## config.mk

```make
export PLATFORM = sky130hd
export DESIGN_NAME = mem_arbiter_flat
export DESIGN_NICKNAME = d
export VERILOG_FILES = /design/src/rtl/mem_arb_pkg.sv /design/src/rtl/mem_arbiter_if.sv /design/src/rtl/arb_burst_ctr.sv /design/src/rtl/mem_arbiter.sv /design/src/flat_wrapper.sv
export SDC_FILE = /design/constraint.sdc
export NUM_CORES = 1
export LEC_CHECK = 0
export CORE_ASPECT_RATIO = 0.6
export CORE_UTILIZATION = 50
export DETAILED_ROUTE_END_ITERATION = 6
export PLACE_DENSITY = 0.89
export SLEW_MARGIN = 20
export SYNTH_ARGS = -nofsm -noshare
export SYNTH_HDL_FRONTEND = slang
export SYNTH_SLANG_ARGS = --single-unit
export TNS_END_PERCENT = 1
```

## constraint.sdc

```tcl
create_clock -name clk -period 7 [get_ports clk]
set_input_delay 1.4 -clock clk [delete_from_list [all_inputs] [get_ports clk]]
set_output_delay 1.4 -clock clk [all_outputs]
set_load 0.01 [all_outputs]
```

## src/rtl/mem_arb_pkg.sv

```systemverilog
// Shared types and constants for the unified-memory arbiter.
package mem_arb_pkg;

  localparam int BURST_DEF  = 8;
  localparam int ADDR_W_DEF = 16;
  localparam int DATA_W_DEF = 16;

  // Byte-offset width of one block (BURST words of two bytes).
  localparam int BLK_OFF_W = $clog2(2 * BURST_DEF);

  // Requester identities, also the encoding of the round-robin flop.
  localparam logic REQ_I = 1'b0;
  localparam logic REQ_D = 1'b1;

  typedef enum logic [1:0] {
    IDLE,
    I_FILL,
    D_FILL,
    D_WR
  } arb_state_e;

  function automatic int blk_off_w(input int burst);
    return $clog2(2 * burst);
  endfunction

  function automatic int cnt_w(input int burst);
    return $clog2(burst);
  endfunction

endpackage

```

## src/rtl/mem_arbiter_if.sv

```systemverilog
// Bundle of the I-side, D-side and memory signals around mem_arbiter.
// slave: the arbiter's view; master: the caches and memory around it.
interface mem_arbiter_if
  import mem_arb_pkg::*;
#(
  parameter int BURST  = BURST_DEF,
  parameter int ADDR_W = ADDR_W_DEF,
  parameter int DATA_W = DATA_W_DEF
);
  localparam int CNT_W = cnt_w(BURST);

  logic              i_req;
  logic [ADDR_W-1:0] i_addr;
  logic              i_busy;
  logic [DATA_W-1:0] i_data;
  logic              i_vld;
  logic [CNT_W-1:0]  i_word;
  logic              i_done;

  logic              d_req;
  logic              d_we;
  logic [ADDR_W-1:0] d_addr;
  logic [DATA_W-1:0] d_wdata;
  logic              d_busy;
  logic [DATA_W-1:0] d_data;
  logic              d_vld;
  logic [CNT_W-1:0]  d_word;
  logic              d_done;

  logic              mem_en;
  logic              mem_wr;
  logic [ADDR_W-1:0] mem_addr;
  logic [DATA_W-1:0] mem_wdata;
  logic [DATA_W-1:0] mem_rdata;
  logic              mem_rvld;

  modport slave (
    input  i_req, i_addr,
    output i_busy, i_data, i_vld, i_word, i_done,
    input  d_req, d_we, d_addr, d_wdata,
    output d_busy, d_data, d_vld, d_word, d_done,
    output mem_en, mem_wr, mem_addr, mem_wdata,
    input  mem_rdata, mem_rvld
  );

  modport master (
    output i_req, i_addr,
    input  i_busy, i_data, i_vld, i_word, i_done,
    output d_req, d_we, d_addr, d_wdata,
    input  d_busy, d_data, d_vld, d_word, d_done,
    input  mem_en, mem_wr, mem_addr, mem_wdata,
    output mem_rdata, mem_rvld
  );

endinterface

```

## src/rtl/arb_burst_ctr.sv

```systemverilog
// Issue/receive counter pair for one block fill. The issue counter stops
// after BURST issues (issue_done); recv_last flags the final return word.
module arb_burst_ctr #(
  parameter int BURST = 8
) (
  input  logic                       clk,
  input  logic                       rst,
  input  logic                       clr,
  input  logic                       issue,
  input  logic                       recv,
  output logic [$clog2(BURST)-1:0]   k,
  output logic [$clog2(BURST)-1:0]   r,
  output logic                       issue_done,
  output logic                       recv_last
);
  localparam int CNT_W = $clog2(BURST);
  localparam logic [CNT_W-1:0] LAST = CNT_W'(BURST - 1);

  // Issue counter: advances per issue, parks on the last index once done.
  always_ff @(posedge clk or posedge rst) begin
    // NOTE: non-blocking assignments for all flops so every register sees
    // the pre-edge value of every other register, independent of order.
    if (rst) begin
      k          <= '0;
      issue_done <= 1'b0;
    end else if (clr) begin
      k          <= '0;
      issue_done <= 1'b0;
    end else if (issue && !issue_done) begin
      if (k == LAST) issue_done <= 1'b1;
      else           k <= k + CNT_W'(1);
    end
  end

  // Receive counter: advances on every returned word of the burst.
  always_ff @(posedge clk or posedge rst) begin
    if (rst)       r <= '0;
    else if (clr)  r <= '0;
    else if (recv) r <= r + CNT_W'(1);
  end

  assign recv_last = (r == LAST);

endmodule

```

## src/rtl/mem_arbiter.sv

```systemverilog
// Arbiter sharing one pipelined single-port memory between the I-cache and
// D-cache miss handlers: 8-word block fills for either side and single-word
// write-throughs for D. All state and outputs are registered.
// Build option ARB_RR_EN: round-robin on simultaneous requests instead of
// fixed D priority.
module mem_arbiter
  import mem_arb_pkg::*;
#(
  parameter int BURST  = BURST_DEF,
  parameter int ADDR_W = ADDR_W_DEF,
  parameter int DATA_W = DATA_W_DEF
) (
  input logic          clk,
  input logic          rst,
  mem_arbiter_if.slave bus
);
  localparam int CNT_W = cnt_w(BURST);
  localparam int OFF_W = blk_off_w(BURST);

  arb_state_e        state;
  logic [ADDR_W-1:0] base;
  logic [DATA_W-1:0] wdata;
  logic [CNT_W-1:0]  k;
  logic [CNT_W-1:0]  r;
  logic              issue_done;
  logic              recv_last;
  logic              fill;
  logic              grant_d;
  logic              tie_to_d;
  logic [ADDR_W-1:0] blk_addr;

  assign fill     = (state == I_FILL) || (state == D_FILL);
  // Block-aligned base with the issue index as word offset; never carries.
  assign blk_addr = {base[ADDR_W-1:OFF_W], k, 1'b0};

  arb_burst_ctr #(.BURST(BURST)) u_ctr (
    .clk        (clk),
    .rst        (rst),
    .clr        (state == IDLE),
    .issue      (fill),
    .recv       (fill && bus.mem_rvld),
    .k          (k),
    .r          (r),
    .issue_done (issue_done),
    .recv_last  (recv_last)
  );

`ifdef ARB_RR_EN
  logic last_win;

  // Remember the winner of the last contested grant; the next tie goes the other way.
  always_ff @(posedge clk or posedge rst) begin
    if (rst)
      last_win <= REQ_I;
    else if (state == IDLE && bus.i_req && bus.d_req)
      last_win <= grant_d ? REQ_D : REQ_I;
  end

  assign tie_to_d = (last_win == REQ_I);
`else
  assign tie_to_d = 1'b1;
`endif

  assign grant_d = bus.d_req && (!bus.i_req || tie_to_d);

  // Transaction sequencer: grant in IDLE, then fill or write-through.
  always_ff @(posedge clk or posedge rst) begin
    if (rst) begin
      state         <= IDLE;
      base          <= '0;
      wdata         <= '0;
      bus.i_busy    <= 1'b0;
      bus.i_data    <= '0;
      bus.i_vld     <= 1'b0;
      bus.i_word    <= '0;
      bus.i_done    <= 1'b0;
      bus.d_busy    <= 1'b0;
      bus.d_data    <= '0;
      bus.d_vld     <= 1'b0;
      bus.d_word    <= '0;
      bus.d_done    <= 1'b0;
      bus.mem_en    <= 1'b0;
      bus.mem_wr    <= 1'b0;
      bus.mem_addr  <= '0;
      bus.mem_wdata <= '0;
    end else begin
      // Single-cycle pulses default low and are raised only where needed.
      bus.i_vld  <= 1'b0;
      bus.i_done <= 1'b0;
      bus.d_vld  <= 1'b0;
      bus.d_done <= 1'b0;

      case (state)
        IDLE: begin
          bus.mem_en <= 1'b0;
          bus.mem_wr <= 1'b0;
          bus.i_busy <= 1'b0;
          bus.d_busy <= 1'b0;
          if (grant_d) begin
            base       <= bus.d_addr;
            wdata      <= bus.d_wdata;
            bus.d_busy <= 1'b1;
            state      <= bus.d_we ? D_WR : D_FILL;
          end else if (bus.i_req) begin
            base       <= bus.i_addr;
            bus.i_busy <= 1'b1;
            state      <= I_FILL;
          end
        end

        I_FILL, D_FILL: begin
          bus.mem_en <= !issue_done;
          bus.mem_wr <= 1'b0;
          if (!issue_done) bus.mem_addr <= blk_addr;
          if (bus.mem_rvld) begin
            if (state == I_FILL) begin
              bus.i_data <= bus.mem_rdata;
              bus.i_vld  <= 1'b1;
              bus.i_word <= r;
              bus.i_done <= recv_last;
            end else begin
              bus.d_data <= bus.mem_rdata;
              bus.d_vld  <= 1'b1;
              bus.d_word <= r;
              bus.d_done <= recv_last;
            end
            if (recv_last) state <= IDLE;
          end
        end

        D_WR: begin
          // First cycle strobes the write; the strobe itself marks the second.
          if (!bus.mem_en) begin
            bus.mem_en    <= 1'b1;
            bus.mem_wr    <= 1'b1;
            bus.mem_addr  <= base;
            bus.mem_wdata <= wdata;
          end else begin
            bus.mem_en <= 1'b0;
            bus.mem_wr <= 1'b0;
            bus.d_done <= 1'b1;
            state      <= IDLE;
          end
        end

        default: state <= IDLE;
      endcase
    end
  end

endmodule

```

## src/flat_wrapper.sv

```systemverilog
// flat-port wrapper written by rule: the top's interface ports become plain ports
module mem_arbiter_flat import mem_arb_pkg::*;
#(
  parameter int BURST  = BURST_DEF,
  parameter int ADDR_W = ADDR_W_DEF,
  parameter int DATA_W = DATA_W_DEF
)
  (clk, rst, bus_i_req, bus_i_addr, bus_i_busy, bus_i_data, bus_i_vld, bus_i_word, bus_i_done, bus_d_req, bus_d_we, bus_d_addr, bus_d_wdata, bus_d_busy, bus_d_data, bus_d_vld, bus_d_word, bus_d_done, bus_mem_en, bus_mem_wr, bus_mem_addr, bus_mem_wdata, bus_mem_rdata, bus_mem_rvld);
  mem_arbiter_if #(.BURST(BURST), .ADDR_W(ADDR_W), .DATA_W(DATA_W)) bus_i ();
  input logic clk;
  input logic rst;
  input wire logic [$bits(bus_i.i_req)-1:0] bus_i_req;
  input wire logic [$bits(bus_i.i_addr)-1:0] bus_i_addr;
  output wire logic [$bits(bus_i.i_busy)-1:0] bus_i_busy;
  output wire logic [$bits(bus_i.i_data)-1:0] bus_i_data;
  output wire logic [$bits(bus_i.i_vld)-1:0] bus_i_vld;
  output wire logic [$bits(bus_i.i_word)-1:0] bus_i_word;
  output wire logic [$bits(bus_i.i_done)-1:0] bus_i_done;
  input wire logic [$bits(bus_i.d_req)-1:0] bus_d_req;
  input wire logic [$bits(bus_i.d_we)-1:0] bus_d_we;
  input wire logic [$bits(bus_i.d_addr)-1:0] bus_d_addr;
  input wire logic [$bits(bus_i.d_wdata)-1:0] bus_d_wdata;
  output wire logic [$bits(bus_i.d_busy)-1:0] bus_d_busy;
  output wire logic [$bits(bus_i.d_data)-1:0] bus_d_data;
  output wire logic [$bits(bus_i.d_vld)-1:0] bus_d_vld;
  output wire logic [$bits(bus_i.d_word)-1:0] bus_d_word;
  output wire logic [$bits(bus_i.d_done)-1:0] bus_d_done;
  output wire logic [$bits(bus_i.mem_en)-1:0] bus_mem_en;
  output wire logic [$bits(bus_i.mem_wr)-1:0] bus_mem_wr;
  output wire logic [$bits(bus_i.mem_addr)-1:0] bus_mem_addr;
  output wire logic [$bits(bus_i.mem_wdata)-1:0] bus_mem_wdata;
  input wire logic [$bits(bus_i.mem_rdata)-1:0] bus_mem_rdata;
  input wire logic [$bits(bus_i.mem_rvld)-1:0] bus_mem_rvld;
  assign bus_i.i_req = bus_i_req;
  assign bus_i.i_addr = bus_i_addr;
  assign bus_i_busy = bus_i.i_busy;
  assign bus_i_data = bus_i.i_data;
  assign bus_i_vld = bus_i.i_vld;
  assign bus_i_word = bus_i.i_word;
  assign bus_i_done = bus_i.i_done;
  assign bus_i.d_req = bus_d_req;
  assign bus_i.d_we = bus_d_we;
  assign bus_i.d_addr = bus_d_addr;
  assign bus_i.d_wdata = bus_d_wdata;
  assign bus_d_busy = bus_i.d_busy;
  assign bus_d_data = bus_i.d_data;
  assign bus_d_vld = bus_i.d_vld;
  assign bus_d_word = bus_i.d_word;
  assign bus_d_done = bus_i.d_done;
  assign bus_mem_en = bus_i.mem_en;
  assign bus_mem_wr = bus_i.mem_wr;
  assign bus_mem_addr = bus_i.mem_addr;
  assign bus_mem_wdata = bus_i.mem_wdata;
  assign bus_i.mem_rdata = bus_mem_rdata;
  assign bus_i.mem_rvld = bus_mem_rvld;
  mem_arbiter #(.BURST(BURST), .ADDR_W(ADDR_W), .DATA_W(DATA_W)) u_core (.clk(clk), .rst(rst), .bus(bus_i));
endmodule
```

==> impl_metrics.tcl, run 1 <==
set metrics [dict create \
    status "completed" \
    netlist-cell-type-count 30 \
    cap_violations 0 \
    max_clock_freq_ghz 0.327 \
    synthesis.nets 411 \
    dp_hpwl_mm 7.39 \
    place_inst 594 \
    worst_hold_slack_ns 0.484 \
    worst_pin_slew_ns 1.03 \
    hp-class "reg2reg" \
    count_of_vias_placed_by_the_detailed_router 3141 \
    power.total_mw 3.35 \
    initial_utilization_pct 52.3 \
    clock_latency_ns 0.41 \
    worstPathArrival_ns 3.34 \
    tns_setup_ns 0 \
    drt_iter0_markers 143 \
    fp.dieArea_um2 10200 \
    critPathKind "in2reg" \
    routed_wl_mm 10.9 \
    die_width_um 129 \
    synth_seq_cells 119 \
    syn2layout_area_growth_pct 43.1 \
    crit_path_max_incr_delay_ns 0.88 \
    io_buffer_count 147 \
    route.detailed.vias_per_inst 5.02 \
    setup.worst_path.start_class "input pin" \
    post_synth_inst_count 333 \
    largest_net_degree_at_the_start_of_global_routing 67 \
    place.gp.congestion 0.826 \
    share_of_post_route_cells_with_drive_strength_above_1_pct 26.0 \
    cts.sinks 119 \
    grt_antenna_before_repair 0 \
    design.core.area_um2 9320 \
    critical_path.n_buffers_inverters 1 \
    floorplan.die.height_um 78.5 \
    finish.utilization_pct 74.8 \
    drtPass1Iterations 5 \
    report.final.setup_viol 0 \
    syn_avg_cell_area_um2 14.6 \
    clockRootBuffer "sky130_fd_sc_hd__clkbuf_16" \
    route.detailed.drc 0 \
    timing.critical_path.max_delay_family "simple AND/OR/NAND/NOR gates" \
    ys.warnings.count 0 \
    ctsHtreeMaxLevel 4 \
    final.setup_skew_ns 0.0120 \
    wire_per_inst_um 17.4 \
    rsz_0062_raised_after_global_routing "false" \
    synth-seq-area-share_pct 61.1 \
    layout.cells.most_common "sky130_fd_sc_hd__clkdlybuf4s50_1" \
    critical_path_required_ns 7.29 \
    finalHoldViolCount 0 \
    grt_pass1_wl_mm 17.7 \
    floorplan.rows 27 \
    post_cts_resize_count 0 \
    ios 148 \
    period_needed_ns 3.05 \
    power_density_nw_per_um2 480 \
    worst_setup_path_end_kind "flip-flop" \
    cts_max_path_buffers 2 \
    max-vdd-ir-drop_mv 0.285 \
    area_of_the_multi_input_gates_um2 1750 \
    grt_remaining_overflow 0 \
    tritoncts "yes" \
    final_antenna_net_count 0 \
    leakagePower_nw 3.08 \
    most-common-layout-cells "146 x sky130_fd_sc_hd__clkdlybuf4s50_1, 119 x sky130_fd_sc_hd__dfrtp_1, 78 x sky130_fd_sc_hd__mux2_2, 22 x sky130_fd_sc_hd__nand2_1, 18 x sky130_fd_sc_hd__mux2i_1" \
    worst_slew_margin_rel_pct 31.5 \
    post_layout_nonfiller_instances 626 \
    timing_max_transition_violations_final 0 \
    cts_buffers 17 \
    regArea_um2 2980 \
    path_cells "clkdlybuf4s50_1, and3b_1, mux2_2" \
    cts.clk_slew.worst_paths_ns 0.06 \
    grtUsageTotal_pct 23.5 \
    vias_in_the_first_global_route 3525 \
    num-fill-cells 606 \
    slowest_cell_on_the_critical_path "sky130_fd_sc_hd__and3b_1" \
    num-nets-final 561 \
    worst-path-max-fanout 21 \
    post_cts_hold_buffer_count 0 \
    diodes 0 \
    fin_crit_sh_pct 43.6 \
    cts_setup_buffers 0 \
    mappedNetlistArea_um2 4870 \
]
## cells by family (layout without fill, tap and decap cells)
kind of cell	after synthesis	count (layout)	share of synthesized area [%]
flops	119	119	61.1
mux	106	106	24.8
simple gates	41	41	4.44
compound gates	33	33	4.11
buf+inv	24	187	3.16
fa+ha+maj	8	8	2.05
xor+xnor	2	2	0.359
## cell usage after synthesis
library cell,instances,area share [%]
sky130_fd_sc_hd__a32o_1,2,0.41
sky130_fd_sc_hd__nand2_2,2,0.26
sky130_fd_sc_hd__o21ai_0,17,1.7
sky130_fd_sc_hd__and3b_1,1,0.18
sky130_fd_sc_hd__nor2_1,7,0.54
sky130_fd_sc_hd__dfrtp_1,119,61
sky130_fd_sc_hd__clkbuf_1,4,0.31
sky130_fd_sc_hd__xor2_1,1,0.18
sky130_fd_sc_hd__buf_6,6,1.4
sky130_fd_sc_hd__xnor2_1,1,0.18
sky130_fd_sc_hd__mux2i_1,18,3.7
sky130_fd_sc_hd__and2_1,1,0.13
sky130_fd_sc_hd__nand3_4,1,0.36
sky130_fd_sc_hd__ha_1,8,2.1
sky130_fd_sc_hd__mux2_2,78,18
sky130_fd_sc_hd__a21oi_1,7,0.72
sky130_fd_sc_hd__a22o_1,2,0.36
sky130_fd_sc_hd__nand3_1,2,0.21
sky130_fd_sc_hd__nor3b_4,1,0.39
sky130_fd_sc_hd__mux2_4,10,3.1
sky130_fd_sc_hd__o21ai_1,3,0.31
sky130_fd_sc_hd__nor2b_4,1,0.28
sky130_fd_sc_hd__nor2b_1,2,0.26
sky130_fd_sc_hd__o211a_4,1,0.36
sky130_fd_sc_hd__buf_4,4,0.62
sky130_fd_sc_hd__buf_2,3,0.31
sky130_fd_sc_hd__nand3b_1,1,0.15
sky130_fd_sc_hd__nand2_1,22,1.7
sky130_fd_sc_hd__a221o_1,1,0.21
sky130_fd_sc_hd__inv_1,7,0.54
## per-stage QoR
stage               cell area, um^2  worst slack (ns)
detailed placement             6390              3.02
CTS                            6980              3.44
finish                         6970              3.95
global placement               6390              3.21
global route                   6970              3.86
floorplan                      4870              2.44
## worst paths after layout
kind	slack (ns)	cells after the start	to	start
min in group asynchronous	1.44	2	u_core.bus.d_data[1]$_DFFE_PP0P_	rst
hold reg to reg	0.48	2	u_core.base[0]$_DFFE_PP0P_	u_core.base[0]$_DFFE_PP0P_
setup / recovery	3.95	3	u_core.bus.d_data[2]$_DFFE_PP0P_	bus_mem_rvld
setup reg to reg	4.46	4	u_core.bus.d_data[2]$_DFFE_PP0P_	u_core.state[0]$_DFFE_PP0P_
max in group asynchronous	4.25	3	u_core.bus.mem_en$_DFF_PP0_	rst
hold / removal	0.48	2	u_core.base[0]$_DFFE_PP0P_	u_core.base[0]$_DFFE_PP0P_
## report_power, final
group | internal (mW) | leakage (nW) | switching [mW] | total [mW]
clock network | 0.540 | 0.278 | 0.308 | 0.849
registers | 1.01 | 1.47 | 0.184 | 1.19
logic | 0.780 | 1.33 | 0.527 | 1.31
## worst reg2reg max path: stages, from the launching register on
cell,delay [ns]
sky130_fd_sc_hd__dfrtp_1,0.39
sky130_fd_sc_hd__inv_1,0.08
sky130_fd_sc_hd__ha_1,0.59
sky130_fd_sc_hd__and3b_1,0.93
sky130_fd_sc_hd__mux2_2,0.44
## area by class of cell
class | count | area share [%]
sequential | 119 | 42.7
clock inverter | 12 | 1.83
clock buffer | 20 | 6.55
multi-input combinational | 190 | 25.0
inverter | 7 | 0.413
tap | 130 | 2.33
timing repair buffer | 148 | 21.1
## registers in the layout (all words and copies together), names as in the netlist
signal and flops:
u_core.bus.i_done 1, u_core.bus.d_done 1, u_core.wdata 16, u_core.bus.mem_addr 16, u_core.u_ctr.issue_done 1, u_core.bus.i_data 16
u_core.u_ctr.r 3, u_core.bus.mem_wr 1, u_core.bus.d_data 16, u_core.bus.mem_wdata 16, u_core.base 16, u_core.bus.d_word 3
u_core.bus.i_word 3, u_core.state 2, u_core.u_ctr.k 3, u_core.bus.i_vld 1, u_core.bus.i_busy 1, u_core.bus.d_busy 1
u_core.bus.mem_en 1, u_core.bus.d_vld 1
## routing by layer
layer / up-vias / track usage [%] / wire length (um)
li1: 1459 / - / -
met1: 1578 / 28.9 / 4860
met2: 98 / 37.3 / 5100
met3: 6 / 10.6 / 895
met4: 0 / 7.21 / 46
met5: - / 0 / 0
Power figures use the tool's default switching activity.
==> inputs of run 2 (changes only) <==
--- a/config.mk
+++ b/config.mk
@@ -6,9 +6,9 @@
 export NUM_CORES = 1
 export LEC_CHECK = 0
 export CORE_ASPECT_RATIO = 0.6
-export CORE_UTILIZATION = 50
+export CORE_UTILIZATION = 47
 export DETAILED_ROUTE_END_ITERATION = 6
-export PLACE_DENSITY = 0.89
+export PLACE_DENSITY = 0.85
 export SLEW_MARGIN = 20
 export SYNTH_ARGS = -nofsm -noshare
 export SYNTH_HDL_FRONTEND = slang
==> constraint.sdc (replaced) <==
create_clock -name clk -period 3.11 [get_ports clk]
set_input_delay 0.622 -clock clk [delete_from_list [all_inputs] [get_ports clk]]
set_output_delay 0.622 -clock clk [all_outputs]
set_load 0.01 [all_outputs]
==> impl_metrics.tcl, run 2 (synthesis gave the netlist of run 1 again) <==
set metrics [dict create \
    status "completed" \
    cts_buffers 17 \
    share_of_post_route_cells_with_drive_strength_above_1_pct 25.5 \
    report.final.setup_viol 0 \
    fin_crit_sh_pct 66.5 \
    diodes 0 \
    ctsHtreeMaxLevel 4 \
    clockRootBuffer "sky130_fd_sc_hd__clkbuf_16" \
    die_width_um 133 \
    ios 148 \
    critPathKind "reg2reg" \
    grtUsageTotal_pct 20.9 \
    cts.clk_slew.worst_paths_ns 0.05 \
    finalHoldViolCount 0 \
    setup.worst_path.start_class "flip-flop" \
    critical_path_required_ns 3.39 \
    layout.cells.most_common "sky130_fd_sc_hd__clkdlybuf4s50_1" \
    wire_per_inst_um 16.1 \
    cap_violations 0 \
    fp.dieArea_um2 10800 \
    floorplan.die.height_um 80.9 \
    hp-class "reg2reg" \
    cts.sinks 119 \
    worst_slew_margin_rel_pct 58.6 \
    timing_max_transition_violations_final 0 \
    worstPathArrival_ns 2.35 \
    design.core.area_um2 9950 \
    fraction_of_met3_tracks_used_by_global_routing_pct 8.80 \
    top_usage_layer "met2" \
    worst-path-max-fanout 21 \
    route.detailed.drc 0 \
    timing.reg2reg.setup_slack_ns 1.04 \
    place.gp.congestion 0.717 \
    grt_remaining_overflow 0 \
    drtPass1Iterations 4 \
    tns_setup_ns 0 \
    drt_iter0_markers 136 \
    worst_setup_path_end_kind "flip-flop" \
    max_clock_freq_ghz 0.483 \
    worst_pin_slew_ns 0.621 \
    num-nets-final 564 \
    max-vdd-ir-drop_mv 0.545 \
    grt_antenna_before_repair 0 \
    largest_net_degree_at_the_start_of_global_routing 120 \
    route.detailed.vias_per_inst 5.00 \
    vias_in_the_first_global_route 3392 \
    initial_utilization_pct 49.0 \
    io_buffer_count 147 \
    final_antenna_net_count 0 \
    worst_hold_slack_ns 0.475 \
    rsz_0062_raised_after_global_routing "false" \
    tritoncts "yes" \
    use_met2_pct 32.7 \
    place_inst 602 \
    post_cts_hold_buffer_count 0 \
    leakagePower_nw 3.08 \
    final.setup_skew_ns 0.00942 \
    syn2layout_area_growth_pct 43.5 \
    routed_wl_mm 10.2 \
    count_of_vias_placed_by_the_detailed_router 3166 \
    power_density_nw_per_um2 1060 \
    period_needed_ns 2.07 \
    dp_hpwl_mm 7.13 \
    most-common-layout-cells "147 x sky130_fd_sc_hd__clkdlybuf4s50_1, 119 x sky130_fd_sc_hd__dfrtp_1, 78 x sky130_fd_sc_hd__mux2_2, 22 x sky130_fd_sc_hd__nand2_1, 18 x sky130_fd_sc_hd__mux2i_1" \
    post_layout_nonfiller_instances 633 \
    cts_setup_buffers 0 \
    grt_pass1_wl_mm 17.0 \
    floorplan.rows 28 \
    cts_max_path_buffers 2 \
    clock_latency_ns 0.40 \
    global_route_track_usage_on_met1_pct 26.1 \
    post_cts_resize_count 0 \
]
[run 2: changes by cell type in the layout (fill, tap and decap cells not counted), sizes merged]
cell,delta
buf,+2
clkbuf,+2
clkinv,-2
clkdlybuf4s50,+1
inv,-1
[run 2: final timing paths]
path / to / depth (start not counted) / from
max in group asynchronous: u_core.wdata[14]$_DFFE_PP0P_ / 3 / rst
worst max register to register: u_core.bus.d_data[4]$_DFFE_PP0P_ / 5 / u_core.state[0]$_DFFE_PP0P_
min in group asynchronous: u_core.bus.i_word[0]$_DFFE_PP0P_ / 3 / rst
worst min register to register: u_core.base[0]$_DFFE_PP0P_ / 2 / u_core.base[0]$_DFFE_PP0P_
worst min-delay path: u_core.base[0]$_DFFE_PP0P_ / 2 / u_core.base[0]$_DFFE_PP0P_
worst max-delay path: u_core.bus.d_data[4]$_DFFE_PP0P_ / 5 / u_core.state[0]$_DFFE_PP0P_
[run 2: stage by stage]
stage	power, mW	setup slack, ns	instance area [um^2]	util, %
after floorplan	4.33	1.03	4880	-
after CTS	7.51	1.02	6990	70.3
after global placement	5.50	0.937	6440	64.7
after detailed placement	5.63	0.892	6440	64.7
final	7.42	1.04	6990	70.3
after global routing	7.86	0.915	6990	70.3
[run 2: power by group]
part	switching, mW	total [mW]	internal (mW)
clock network	0.630	1.82	1.19
registers	0.407	2.68	2.27
logic	1.15	2.92	1.77
total	2.19	7.42	5.23
[run 2: per-layer routing]
layer / up-vias / routed length [um]
met2: 91 / 4830
met3: 13 / 755
met4: 0 / 144
met1: 1588 / 4490
met5: - / 0
li1: 1474 / -
[run 2: worst max-delay path, cell delays in order, from the launching register on]
cell and delay [ns]:
sky130_fd_sc_hd__dfrtp_1 0.40, sky130_fd_sc_hd__inv_1 0.08, sky130_fd_sc_hd__ha_1 0.58, sky130_fd_sc_hd__and3b_1 0.23, sky130_fd_sc_hd__buf_4 0.27, sky130_fd_sc_hd__mux2_2 0.38
[run 2: area by class of cell]
type,instances,area [um^2]
clock buffer,22,454
timing repair buffer,151,1510
tap,135,169
inverter,7,30.0
clock inverter,9,103
fill,693,2960
sequential,119,2980
multi-input combinational,190,1750
